===== src/rtl/serial_pkg.sv =====
// -----------------------------------------------------------------------------
// serial_pkg
// Shared definitions for the serial transmitter and the future serial receiver:
//   - parity mode constants (PARITY_NONE / PARITY_EVEN / PARITY_ODD)
//   - frame FSM state encoding
//   - bit-period divider and counter-width helper functions
// No ports (package).
// -----------------------------------------------------------------------------
package serial_pkg;

    localparam int PARITY_NONE = 0;
    localparam int PARITY_EVEN = 1;
    localparam int PARITY_ODD  = 2;

    typedef enum logic [2:0] {
        ST_IDLE   = 3'd0,
        ST_START  = 3'd1,
        ST_DATA   = 3'd2,
        ST_PARITY = 3'd3,
        ST_STOP   = 3'd4
    } serial_state_t;

    // Clocks per bit, rounded to nearest. The arithmetic is widened so that
    // large clock frequencies cannot overflow the intermediate sum.
    function automatic int calc_div(input int clk_freq, input int baud_rate);
        return int'((longint'(clk_freq) + longint'(baud_rate / 2)) / longint'(baud_rate));
    endfunction

    // Width of a counter that must hold 0 .. value-1 (never narrower than 1).
    function automatic int calc_width(input int value);
        return (value > 1) ? $clog2(value) : 1;
    endfunction

endpackage


===== src/rtl/baud_tick_gen.sv =====
// -----------------------------------------------------------------------------
// baud_tick_gen
// Produces a one-clock tick every DIV clocks while enabled. The count restarts
// from zero on 'restart', so the first tick after a restart arrives exactly DIV
// clocks later and the phase is locked to the accepting edge.
// Ports:
//   clk     in  system clock
//   rst     in  asynchronous active-high reset
//   restart in  clear the count (frame accept)
//   enable  in  count while high
//   tick    out high for one clock on the last clock of each bit period
// -----------------------------------------------------------------------------
module baud_tick_gen
    import serial_pkg::*;
#(
    parameter int DIV = 434
) (
    input  logic clk,
    input  logic rst,
    input  logic restart,
    input  logic enable,
    output logic tick
);

    localparam int            CW   = calc_width(DIV);
    localparam logic [CW-1:0] LAST = CW'(DIV - 1);

    logic [CW-1:0] count_reg;

    always_ff @(posedge clk or posedge rst) begin
        if (rst) begin
            count_reg <= '0;
        end else if (restart) begin
            count_reg <= '0;
        end else if (enable) begin
            count_reg <= (count_reg == LAST) ? '0 : count_reg + 1'b1;
        end
    end

    assign tick = enable && (count_reg == LAST);

endmodule


===== src/rtl/serial_tx.sv =====
// -----------------------------------------------------------------------------
// serial_tx
// UART-style transmitter: start bit, 8 data bits LSB first, optional even/odd
// parity bit, 1 or 2 stop bits. Optional cts gating of the frame start.
// Ports:
//   clk      in  system clock, rising edge
//   rst      in  asynchronous active-high reset
//   tx_data  in  [7:0] byte to send, captured on accept
//   tx_valid in  producer request
//   tx_ready out block can accept a byte this cycle
//   cts      in  peer clear-to-send (only used when FLOW_CONTROL=1)
//   tx       out serial line, idle high, registered
//   busy     out high while a frame is on the line
// -----------------------------------------------------------------------------
module serial_tx
    import serial_pkg::*;
#(
    parameter int CLK_FREQ     = 50000000,
    parameter int BAUD_RATE    = 115200,
    parameter int PARITY       = 1,
    parameter int STOP_BITS    = 1,
    parameter int FLOW_CONTROL = 0
) (
    input  logic       clk,
    input  logic       rst,
    input  logic [7:0] tx_data,
    input  logic       tx_valid,
    output logic       tx_ready,
    input  logic       cts,
    output logic       tx,
    output logic       busy
);

    localparam int         DIV       = calc_div(CLK_FREQ, BAUD_RATE);
    localparam logic [2:0] LAST_STOP = (STOP_BITS == 2) ? 3'd1 : 3'd0;

    serial_state_t state_reg, state_next;
    logic [7:0]    shift_reg, shift_next;
    logic [2:0]    bit_reg, bit_next;
    logic          parity_reg, parity_next;
    logic          tx_reg, tx_next;
    logic          ready_en_reg;
    logic          cts_ok;
    logic          accept;
    logic          tick;

    assign cts_ok   = (FLOW_CONTROL == 0) ? 1'b1 : cts;
    assign busy     = (state_reg != ST_IDLE);
    // ready_en_reg keeps tx_ready low until the first edge after reset release.
    assign tx_ready = ready_en_reg && !busy && cts_ok;
    assign accept   = tx_valid && tx_ready;
    assign tx       = tx_reg;

    baud_tick_gen #(
        .DIV(DIV)
    ) u_baud_tick_gen (
        .clk    (clk),
        .rst    (rst),
        .restart(accept),
        .enable (busy),
        .tick   (tick)
    );

    // State register (plus the datapath registers that move with it).
    always_ff @(posedge clk or posedge rst) begin
        if (rst) begin
            state_reg    <= ST_IDLE;
            shift_reg    <= '0;
            bit_reg      <= '0;
            parity_reg   <= 1'b0;
            tx_reg       <= 1'b1;
            ready_en_reg <= 1'b0;
        end else begin
            state_reg    <= state_next;
            shift_reg    <= shift_next;
            bit_reg      <= bit_next;
            parity_reg   <= parity_next;
            tx_reg       <= tx_next;
            ready_en_reg <= 1'b1;
        end
    end

    // Next-state logic. bit_reg counts data bits in DATA and stop bits in STOP.
    always_comb begin
        state_next  = state_reg;
        shift_next  = shift_reg;
        bit_next    = bit_reg;
        parity_next = parity_reg;
        unique case (state_reg)
            ST_IDLE: begin
                if (accept) begin
                    state_next  = ST_START;
                    shift_next  = tx_data;
                    bit_next    = '0;
                    parity_next = (^tx_data) ^ (PARITY == PARITY_ODD);
                end
            end
            ST_START: begin
                if (tick) begin
                    state_next = ST_DATA;
                    bit_next   = '0;
                end
            end
            ST_DATA: begin
                if (tick) begin
                    if (bit_reg == 3'd7) begin
                        state_next = (PARITY == PARITY_NONE) ? ST_STOP : ST_PARITY;
                        bit_next   = '0;
                    end else begin
                        shift_next = {1'b0, shift_reg[7:1]};
                        bit_next   = bit_reg + 3'd1;
                    end
                end
            end
            ST_PARITY: begin
                if (tick) begin
                    state_next = ST_STOP;
                    bit_next   = '0;
                end
            end
            ST_STOP: begin
                if (tick) begin
                    if (bit_reg == LAST_STOP) begin
                        state_next = ST_IDLE;
                        bit_next   = '0;
                    end else begin
                        bit_next = bit_reg + 3'd1;
                    end
                end
            end
            default: state_next = ST_IDLE;
        endcase
    end

    // Output logic: the line level is computed for the state being entered so
    // that tx_reg changes on the same edge as the state and never glitches.
    always_comb begin
        tx_next = 1'b1;
        unique case (state_next)
            ST_IDLE:   tx_next = 1'b1;
            ST_START:  tx_next = 1'b0;
            ST_DATA:   tx_next = shift_next[0];
            ST_PARITY: tx_next = parity_next;
            ST_STOP:   tx_next = 1'b1;
            default:   tx_next = 1'b1;
        endcase
    end

endmodule

===== config.mk =====
export PLATFORM = sky130hd
export DESIGN_NAME = serial_tx
export DESIGN_NICKNAME = d
export VERILOG_FILES = /design/src/rtl/serial_pkg.sv /design/src/rtl/baud_tick_gen.sv /design/src/rtl/serial_tx.sv
export SDC_FILE = /design/constraint.sdc
export NUM_CORES = 1
export LEC_CHECK = 0
export BUFFER_PORTS_ARGS = -buffer_cell sky130_fd_sc_hd__buf_4
export CAP_MARGIN = 20
export CORE_AREA = 3 3 65 67
export CTS_BUF_LIST = sky130_fd_sc_hd__clkbuf_2
export CTS_CLUSTER_SIZE = 12
export DETAILED_ROUTE_END_ITERATION = 16
export DIE_AREA = 0 0 68 70
export PLACE_DENSITY = 0.53
export SKIP_CTS_REPAIR_TIMING = 1
export SLEW_MARGIN = 30
export SYNTH_ARGS = -nofsm -noshare
export SYNTH_HDL_FRONTEND = slang
export SYNTH_SLANG_ARGS = --single-unit

===== constraint.sdc =====
create_clock -name clk -period 2.5 [get_ports clk]
set_input_delay 0.25 -clock clk [delete_from_list [all_inputs] [get_ports clk]]
set_output_delay 0.25 -clock clk [all_outputs]
set_load 0.01 [all_outputs]

==> out/metrics.cfg, run 1 <==
[routing]
wl_um=2840
first_pass_iters=4
drc=0
ant_nets=0
vias=1164
drtIter0Drc=48
via_per_inst=5.27
wire_per_inst_um=12.9

[synthesis]
synth.avg_cell_area_um2=9.38
synth_edf_count=0
synth.area.top_cells=dfrtp_1 (43%), nand2_1 (5.7%), o21ai_0 (5.5%), ha_1 (4.3%), a22oi_1 (3.6%)
synthArstFlopShare_pct=100
synth-seq-cells=26
yosysTopAreaCell=dfrtp_1
synth_top_area_share_pct=43.3
syn_area_um2=1450
synthFlopType=dfrtp_1
synth_warnings=0
synthesis.nets=171
ys_types=43
synthCells=154
seq_area_frac_synth_pct=45.1

[global_routing]
grt_max_degree=27
antenna_found_initial=0
overflow=0
grt_util_all_layers_pct=13.7
grt_pass1_vias=1132
grt_pass1_wl_um=5070

[sta]
setup_viol_count_final=0
fmax_ghz=0.423
rsz0062_at_grt=no
timing.final.crit_share_pct=94.6
hold_slack_ns=0.0930
fin_tns_setup_ns=0
slew_viol_final=0
period_minus_slack_ns=2.37
final_hold_viol_count=0
finClkSkew_ns=0.0127

[critical_path]
cpPeakStageDelay_ns=0.67
reg2reg_slack_ns=0.13
cp-start-kind=flop
endpoint_kind=flop
worstSetupPathType=flop to flop
r2r_start=u_baud_tick_gen.count_reg[2]$_DFFE_PP0P_
crit_cells=5
worst-path-buf-inv=0
reg2reg_to=bit_reg[1]$_DFFE_PP0P_
required_ns=2.78
path_max_fanout=7
cp_cell_sequence=or4b_1 > or2_4 > maj3_2 > nor2_2 > mux2_1
cp.arrival_ns=2.64
slowest_stage=or4b_1
worst_r2r_path_depth=5
path_delay_family=simple AND/OR/NAND/NOR gates

[placed_design]
place_inst=216
portBuffers=13
hpwl_um=2180
placed_area_um2=1630
gp_congestion=0.800

[clock_network]
clk_pin_slew_ns=0.25
cts_tree=yes
numCtsBuffers=3
clockBufferDepth=2
ctsRootBufferMaster=clkbuf_2
clock_sinks=26
htreeDepth=1
clk_latency_ns=0.35

[layout]
drive_above_1_share_pct=17.9
nets=191
postLayoutCellArea_um2=1650
layout_common_cells=dfrtp_1 (25), nand2_1 (22), buf_4 (19)
utilization_pct=44.8
diodes=0
final_cells=221
area_growth_pct=14.5
layout_commonest_cell=dfrtp_1
largest_reg_flops=9

[job]
maxCapViolations=0

[status]
outcome=finished, final reports clean

[hold_path]
holdPathStages=3
min-delay-path-class=input pin to flop
hold_end=shift_reg[7]$_DFFE_PP0P_
hold_path.startpoint=tx_data[7]

[floorplan]
io_pins=15
die_area_um2=4760
die_y_um=70
die_w_um=68
core_area_um2=3690
row_count=22
initial_utilization_pct=39.2

[power_and_ir_drop]
power.density_nw_per_um2=382
ir_worst_vdd_mv=0.186
leakage_nw=0.736

==> worst register-to-register path: cells and delay by family, from the launching register on <==
kind	cells	cell delay, ns
and+or+nand+nor	3	1.16
muxes	1	0.33
adders and majority gates	1	0.34
DFF	1	0.47
==> per-stage QoR <==
stage,total power (W),setup slack [ns]
2_1_floorplan,0.000456,0.302
3_3_place_gp,0.000477,0.164
3_5_place_dp,0.000478,0.125
4_1_cts,0.000645,0.129
5_1_grt,0.000667,0.0310
6_report,0.000632,0.134
==> final cells by class <==
class,count,area (µm²)
Clock buffer,3,15.0
Timing Repair Buffer,20,153
Multi-Input combinational cell,115,741
Sequential cell,26,652
Clock inverter,1,3.75
Fill cell,390,2030
Tap cell,48,60.1
Inverter,8,30.0
==> layer usage <==
metal	vias up	GRT usage, %	wire length (µm)
met5	-	0	0
met4	0	3.97	16
met3	2	2.41	67
met2	12	21.2	1330
met1	567	19.2	1430
li1	583	-	-
==> cell families after synthesis <==
logic type | after synthesis | share of synthesized area (%)
compound gates | 40 | 17.6
xor+xnor | 8 | 4.85
fa+ha+maj | 6 | 5.11
buf+inv | 13 | 3.64
flops | 26 | 45.1
mux | 2 | 1.47
other cells | 1 | 0.259
simple gates | 58 | 22.0
==> power breakdown <==
group          switching (W)  internal [W]  leakage (nW)
combinational      0.0000239     0.0000243         0.384
sequential       0.000000647      0.000423         0.337
clock               0.000126     0.0000348        0.0140
total               0.000151      0.000482         0.736
==> synth_stat cells (2+ instances only) <==
cell type	number
inv_1	8
nand3_1	5
o21ai_0	16
o31ai_1	7
nand4_1	3
nand2b_1	3
a22oi_1	7
dfrtp_1	25
xor2_1	2
buf_2	3
and3_1	3
xnor2_1	6
nor2b_1	2
a21oi_1	4
nor3b_1	2
ha_1	5
clkbuf_1	2
nand2_1	22
nor2_1	5
==> worst max path at each step <==
stage | startpoint | to
2_1_floorplan | u_baud_tick_gen.count_reg[2]$_DFFE_PP0P_ | bit_reg[1]$_DFFE_PP0P_
3_3_place_gp | u_baud_tick_gen.count_reg[2]$_DFFE_PP0P_ | bit_reg[1]$_DFFE_PP0P_
3_5_place_dp | u_baud_tick_gen.count_reg[2]$_DFFE_PP0P_ | bit_reg[1]$_DFFE_PP0P_
4_1_cts | u_baud_tick_gen.count_reg[2]$_DFFE_PP0P_ | bit_reg[1]$_DFFE_PP0P_
5_1_grt | u_baud_tick_gen.count_reg[2]$_DFFE_PP0P_ | bit_reg[1]$_DFFE_PP0P_
6_report | u_baud_tick_gen.count_reg[2]$_DFFE_PP0P_ | bit_reg[1]$_DFFE_PP0P_
Note: power is estimated with default switching activity, not from simulation.
==> inputs of run 2 (changes only) <==
--- a/config.mk
+++ b/config.mk
@@ -7,12 +7,14 @@
 export LEC_CHECK = 0
 export BUFFER_PORTS_ARGS = -buffer_cell sky130_fd_sc_hd__buf_4
 export CAP_MARGIN = 20
+export CELL_PAD_IN_SITES_DETAIL_PLACEMENT = 1
+export CELL_PAD_IN_SITES_GLOBAL_PLACEMENT = 1
 export CORE_AREA = 3 3 65 67
 export CTS_BUF_LIST = sky130_fd_sc_hd__clkbuf_2
 export CTS_CLUSTER_SIZE = 12
 export DETAILED_ROUTE_END_ITERATION = 16
 export DIE_AREA = 0 0 68 70
-export PLACE_DENSITY = 0.53
+export PLACE_DENSITY = 0.66
 export SKIP_CTS_REPAIR_TIMING = 1
 export SLEW_MARGIN = 30
 export SYNTH_ARGS = -nofsm -noshare
==> run 2 against run 1 <==
Final cell count did not move; highest routed layer unchanged; core utilization rose by 0.81 points; critical endpoint is now tx$_DFF_PP1_; sequential power barely moved; total power rose by 19%.
==> out/metrics.cfg, run 2 (synthesis results as in run 1) <==
[status]
outcome=finished, final reports clean

[job]
maxCapViolations=0

[floorplan]
core_area_um2=3690
io_pins=15
die_area_um2=4760
initial_utilization_pct=39.2
die_w_um=68
die_y_um=70
row_count=22

[critical_path]
path_common_cell=ha_1
reg2reg_slack_ns=0.19
worstSetupPathType=flop to flop
path_max_fanout=4
reg2reg_to=tx$_DFF_PP1_
cpPeakStageDelay_ns=0.49
required_ns=2.81
cp-start-kind=flop
cp.arrival_ns=2.63
crit_start=bit_reg[0]$_DFFE_PP0P_
endpoint_kind=flop
slowest_stage=or3b_2
cp-endpoint=tx$_DFF_PP1_
cp_cell_sequence=ha_1 > ha_1 > or3b_2 > nor4_2 > buf_4 > nand2_1 > nor4bb_1 > a22oi_1
worst_r2r_path_depth=8
r2r_start=bit_reg[0]$_DFFE_PP0P_

[global_routing]
grt_max_degree=27
grt_pass1_vias=1329
overflow=0
grt_util_all_layers_pct=16.0
grt_pass1_wl_um=5960
antenna_found_initial=0

[power_and_ir_drop]
internal_power_w=0.000584
share_seq_of_total_power_pct=56.4
pwr-share-comb_pct=6.6
swShare_pct=22.1
power.density_nw_per_um2=446
leakage_nw=0.751
ir_worst_vdd_mv=0.205
power_frac_clock_pct=37.0
p_switching_w=0.000166

[routing]
via_per_inst=5.43
ant_nets=0
wire_per_inst_um=15.2
drtIter0Drc=47
vias=1201
first_pass_iters=4
drc=0
wl_um=3360

[clock_network]
clk_latency_ns=0.37
clock_sinks=26
cts_tree=yes
htreeDepth=1
clockBufferDepth=2
ctsRootBufferMaster=clkbuf_2
numCtsBuffers=3
clk_pin_slew_ns=0.28

[layout]
drive_above_1_share_pct=19.1
diodes=0
largest_reg_flops=9
layout_commonest_cell=dfrtp_1
final_cells=221
area_growth_pct=16.5
nets=191
layout_common_cells=dfrtp_1 (25), nand2_1 (22), buf_4 (19)

[placed_design]
place_inst=216
portBuffers=13
hpwl_um=2490
gp_congestion=0.795

[sta]
timing.final.crit_share_pct=92.5
fin_tns_setup_ns=0
setup_viol_count_final=0
slew_viol_final=0
final_hold_viol_count=0
fmax_ghz=0.432
rsz0062_at_grt=no
period_minus_slack_ns=2.31
finClkSkew_ns=0.00995

[hold_path]
min-delay-path-class=input pin to flop

run 2: changes by cell type in the layout (fill, tap and decap cells not counted), sizes merged:
cell,before,now
clkinv,1,0
bufinv,0,1
run 2: routing by layer:
| layer | routed length [µm] | vias up | track usage (%) | part of all wire (%) |
|---|---|---|---|---|
| li1 | - | 587 | - | - |
| met1 | 1620 | 599 | 21.0 | 48 |
| met2 | 1640 | 9 | 25.9 | 49 |
| met3 | 51 | 6 | 2.41 | 1.5 |
| met4 | 44 | 0 | 6.18 | 1.3 |
| met5 | 0 | - | 0 | 0 |
run 2: worst min path at each step:
stage / slack, ns / from / cells after the start / to
final: 0.08 / tx_data[7] / 3 / shift_reg[7]$_DFFE_PP0P_
after global routing: 0.006 / tx_data[7] / 3 / shift_reg[7]$_DFFE_PP0P_
after CTS: -0.12 / rst / 3 / shift_reg[4]$_DFFE_PP0P_
after detailed placement: 0.35 / rst / 3 / shift_reg[4]$_DFFE_PP0P_
after global placement: 0.34 / rst / 3 / u_baud_tick_gen.count_reg[0]$_DFFE_PP0P_
after floorplan: 0.29 / rst / 1 / bit_reg[0]$_DFFE_PP0P_
run 2: through the flow:
| stage | utilization (%) | area (µm²) | hold WS, ns | setup WS [ns] | power (W) |
|---|---|---|---|---|---|
| 3_3_place_gp | 44.1 | 1630 | 0.337 | 0.185 | 0.000477 |
| 4_1_cts | 45.3 | 1670 | -0.119 | 0.111 | 0.000760 |
| 6_report | 45.7 | 1680 | 0.0750 | 0.187 | 0.000751 |
| 5_1_grt | 45.7 | 1680 | 0.00610 | 0.107 | 0.000790 |
| 2_1_floorplan | - | 1450 | 0.289 | 0.302 | 0.000456 |
| 3_5_place_dp | 44.1 | 1630 | 0.345 | 0.142 | 0.000479 |
run 2: cell type report:
cell class | instances | area [µm²]
multi-input cells | 115 | 744
repair buffers | 20 | 153
clock inverters | 1 | 30.0
flip-flops and latches | 26 | 652
clock buffers | 3 | 15.0
fillers | 443 | 2000
inverters | 8 | 30.0
well taps | 48 | 60.1
run 2: worst max-delay path, delay by kind of cell, from the launching register on:
kind | cells | cell delay [ns]
flops | 1 | 0.46
simple gates | 4 | 1.01
buf+inv | 1 | 0.20
compound gates | 1 | 0.19
fa+ha+maj | 2 | 0.40
run 2: power groups by stage:
stage	registers, W	logic [W]	clock network [W]
final	0.000423	0.0000497	0.000278
after global routing	0.000424	0.0000562	0.000310
after CTS	0.000424	0.0000495	0.000287
after detailed placement	0.000430	0.0000494	0
after global placement	0.000430	0.0000473	0
after floorplan	0.000430	0.0000261	0
==> inputs of run 3 (changes only) <==
--- a/config.mk
+++ b/config.mk
@@ -14,7 +14,7 @@
 export CTS_CLUSTER_SIZE = 12
 export DETAILED_ROUTE_END_ITERATION = 16
 export DIE_AREA = 0 0 68 70
-export PLACE_DENSITY = 0.66
+export PLACE_DENSITY = 0.78
 export SKIP_CTS_REPAIR_TIMING = 1
 export SLEW_MARGIN = 30
 export SYNTH_ARGS = -nofsm -noshare
==> run 3 against run 2 <==
Final area grew 0.22%; setup slack gained 0.015 ns; maximum frequency grew 0.66%; total power shrank 1.0%; die area is the same; first-iteration DRC count grew 60%.
==> out/metrics.cfg, run 3 (synthesis results as in run 1) <==
[layout]
area_growth_pct=16.8
drive_above_1_share_pct=19.0
nFillCells=440
layout_common_cells=dfrtp_1 (25), nand2_1 (22), buf_4 (20)
diodes=0
nets=192
utilization_pct=45.8
largest_reg_flops=9
layout_commonest_cell=dfrtp_1

[critical_path]
cp_cell_sequence=ha_1 > ha_1 > or3b_2 > nor4_2 > buf_4 > nand2_1 > nor4bb_1 > a22oi_1
cp.arrival_ns=2.61
cp-endpoint=tx$_DFF_PP1_
cp-start-kind=flop
worst_r2r_path_depth=8
worstSetupPathType=flop to flop
path_max_fanout=10
required_ns=2.81
reg2reg_slack_ns=0.20
r2r_start=bit_reg[0]$_DFFE_PP0P_
crit_start=bit_reg[0]$_DFFE_PP0P_
path_common_cell=ha_1
cpPeakStageDelay_ns=0.48
endpoint_kind=flop
slowest_stage=or3b_2
reg2reg_to=tx$_DFF_PP1_

[clock_network]
htreeDepth=1
clockBufferDepth=2
cts_tree=yes
ctsRootBufferMaster=clkbuf_2
clk_latency_ns=0.37
numCtsBuffers=3
clk_pin_slew_ns=0.25
clock_sinks=26

[job]
maxCapViolations=0

[placed_design]
hpwl_um=2500
gp_congestion=0.826
portBuffers=13

[sta]
timing.final.crit_share_pct=91.9
fmax_ghz=0.435
rsz0062_at_grt=no
period_minus_slack_ns=2.30
setup_viol_count_final=0
slew_viol_final=0
finClkSkew_ns=0.00548
hold_slack_ns=0.0738
final_hold_viol_count=0
fin_tns_setup_ns=0

[power_and_ir_drop]
power.density_nw_per_um2=440
finalPower_w=0.000743
leakage_nw=0.751
ir_worst_vdd_mv=0.240

[global_routing]
grt_pass1_wl_um=5760
antenna_found_initial=0
grt_max_degree=27
grt_pass1_vias=1235
overflow=0
grt_util_all_layers_pct=15.5

[floorplan]
io_pins=15
die_y_um=70
core_area_um2=3690
die_w_um=68
row_count=22
die_area_um2=4760
initial_utilization_pct=39.2

[routing]
via_per_inst=5.43
drc=0
first_pass_iters=4
wire_per_inst_um=14.7
wl_um=3270
drtIter0Drc=75
vias=1205
ant_nets=0

[status]
outcome=finished, final reports clean

[hold_path]
min-delay-path-class=input pin to flop

[run 3: cell type report]
cell class	instances	area [µm²]	share of cell area, %
clock buffers	3	15.0	0.890
clock inverters	1	30.0	1.78
inverters	8	30.0	1.78
multi-input cells	115	741	43.9
flip-flops and latches	26	652	38.6
well taps	48	60.1	3.56
repair buffers	21	160	9.49
[run 3: layer usage]
| layer | vias to the layer above | part of all wire (%) | GRT usage (%) |
|---|---|---|---|
| met4 | 0 | 1.7 | 6.18 |
| met1 | 603 | 44 | 20.0 |
| li1 | 586 | - | - |
| met3 | 5 | 1.8 | 2.09 |
| met5 | - | 0 | 0 |
| met2 | 11 | 52 | 25.6 |
[run 3: how the worst min path moves through the flow]
stage	to	slack, ns	cells after the start	from
after CTS	shift_reg[2]$_DFFE_PP0P_	-0.12	3	rst
final	shift_reg[7]$_DFFE_PP0P_	0.07	3	tx_data[7]
after detailed placement	u_baud_tick_gen.count_reg[1]$_DFFE_PP0P_	0.34	3	rst
after global routing	shift_reg[7]$_DFFE_PP0P_	0.04	3	tx_data[7]
after global placement	u_baud_tick_gen.count_reg[0]$_DFFE_PP0P_	0.34	3	rst
after floorplan	bit_reg[0]$_DFFE_PP0P_	0.29	1	rst
[run 3: metrics by stage]
step,cells,setup WS (ns),cell area [µm²]
final,222,0.203,1690
after global routing,222,0.0593,1690
after CTS,221,0.192,1680
after detailed placement,217,0.260,1630
after global placement,217,0.298,1630
after floorplan,154,0.302,1450
[run 3: power by group]
part | leakage [nW] | internal [W] | switching (W)
Sequential | 0.337 | 0.000423 | 0.000000762
Clock | 0.0266 | 0.000138 | 0.000133
Combinational | 0.387 | 0.0000243 | 0.0000251
Total | 0.751 | 0.000584 | 0.000159
[run 3: critical path, delay by kind of cell, from the launching register on]
| family | cells | cell delay, ns |
|---|---|---|
| buffers and inverters | 1 | 0.24 |
| AND/OR/NAND/NOR | 4 | 0.93 |
| adder cells (fa/ha/maj) | 2 | 0.42 |
| AO/OA/AOI/OAI | 1 | 0.22 |
| flip-flops | 1 | 0.44 |
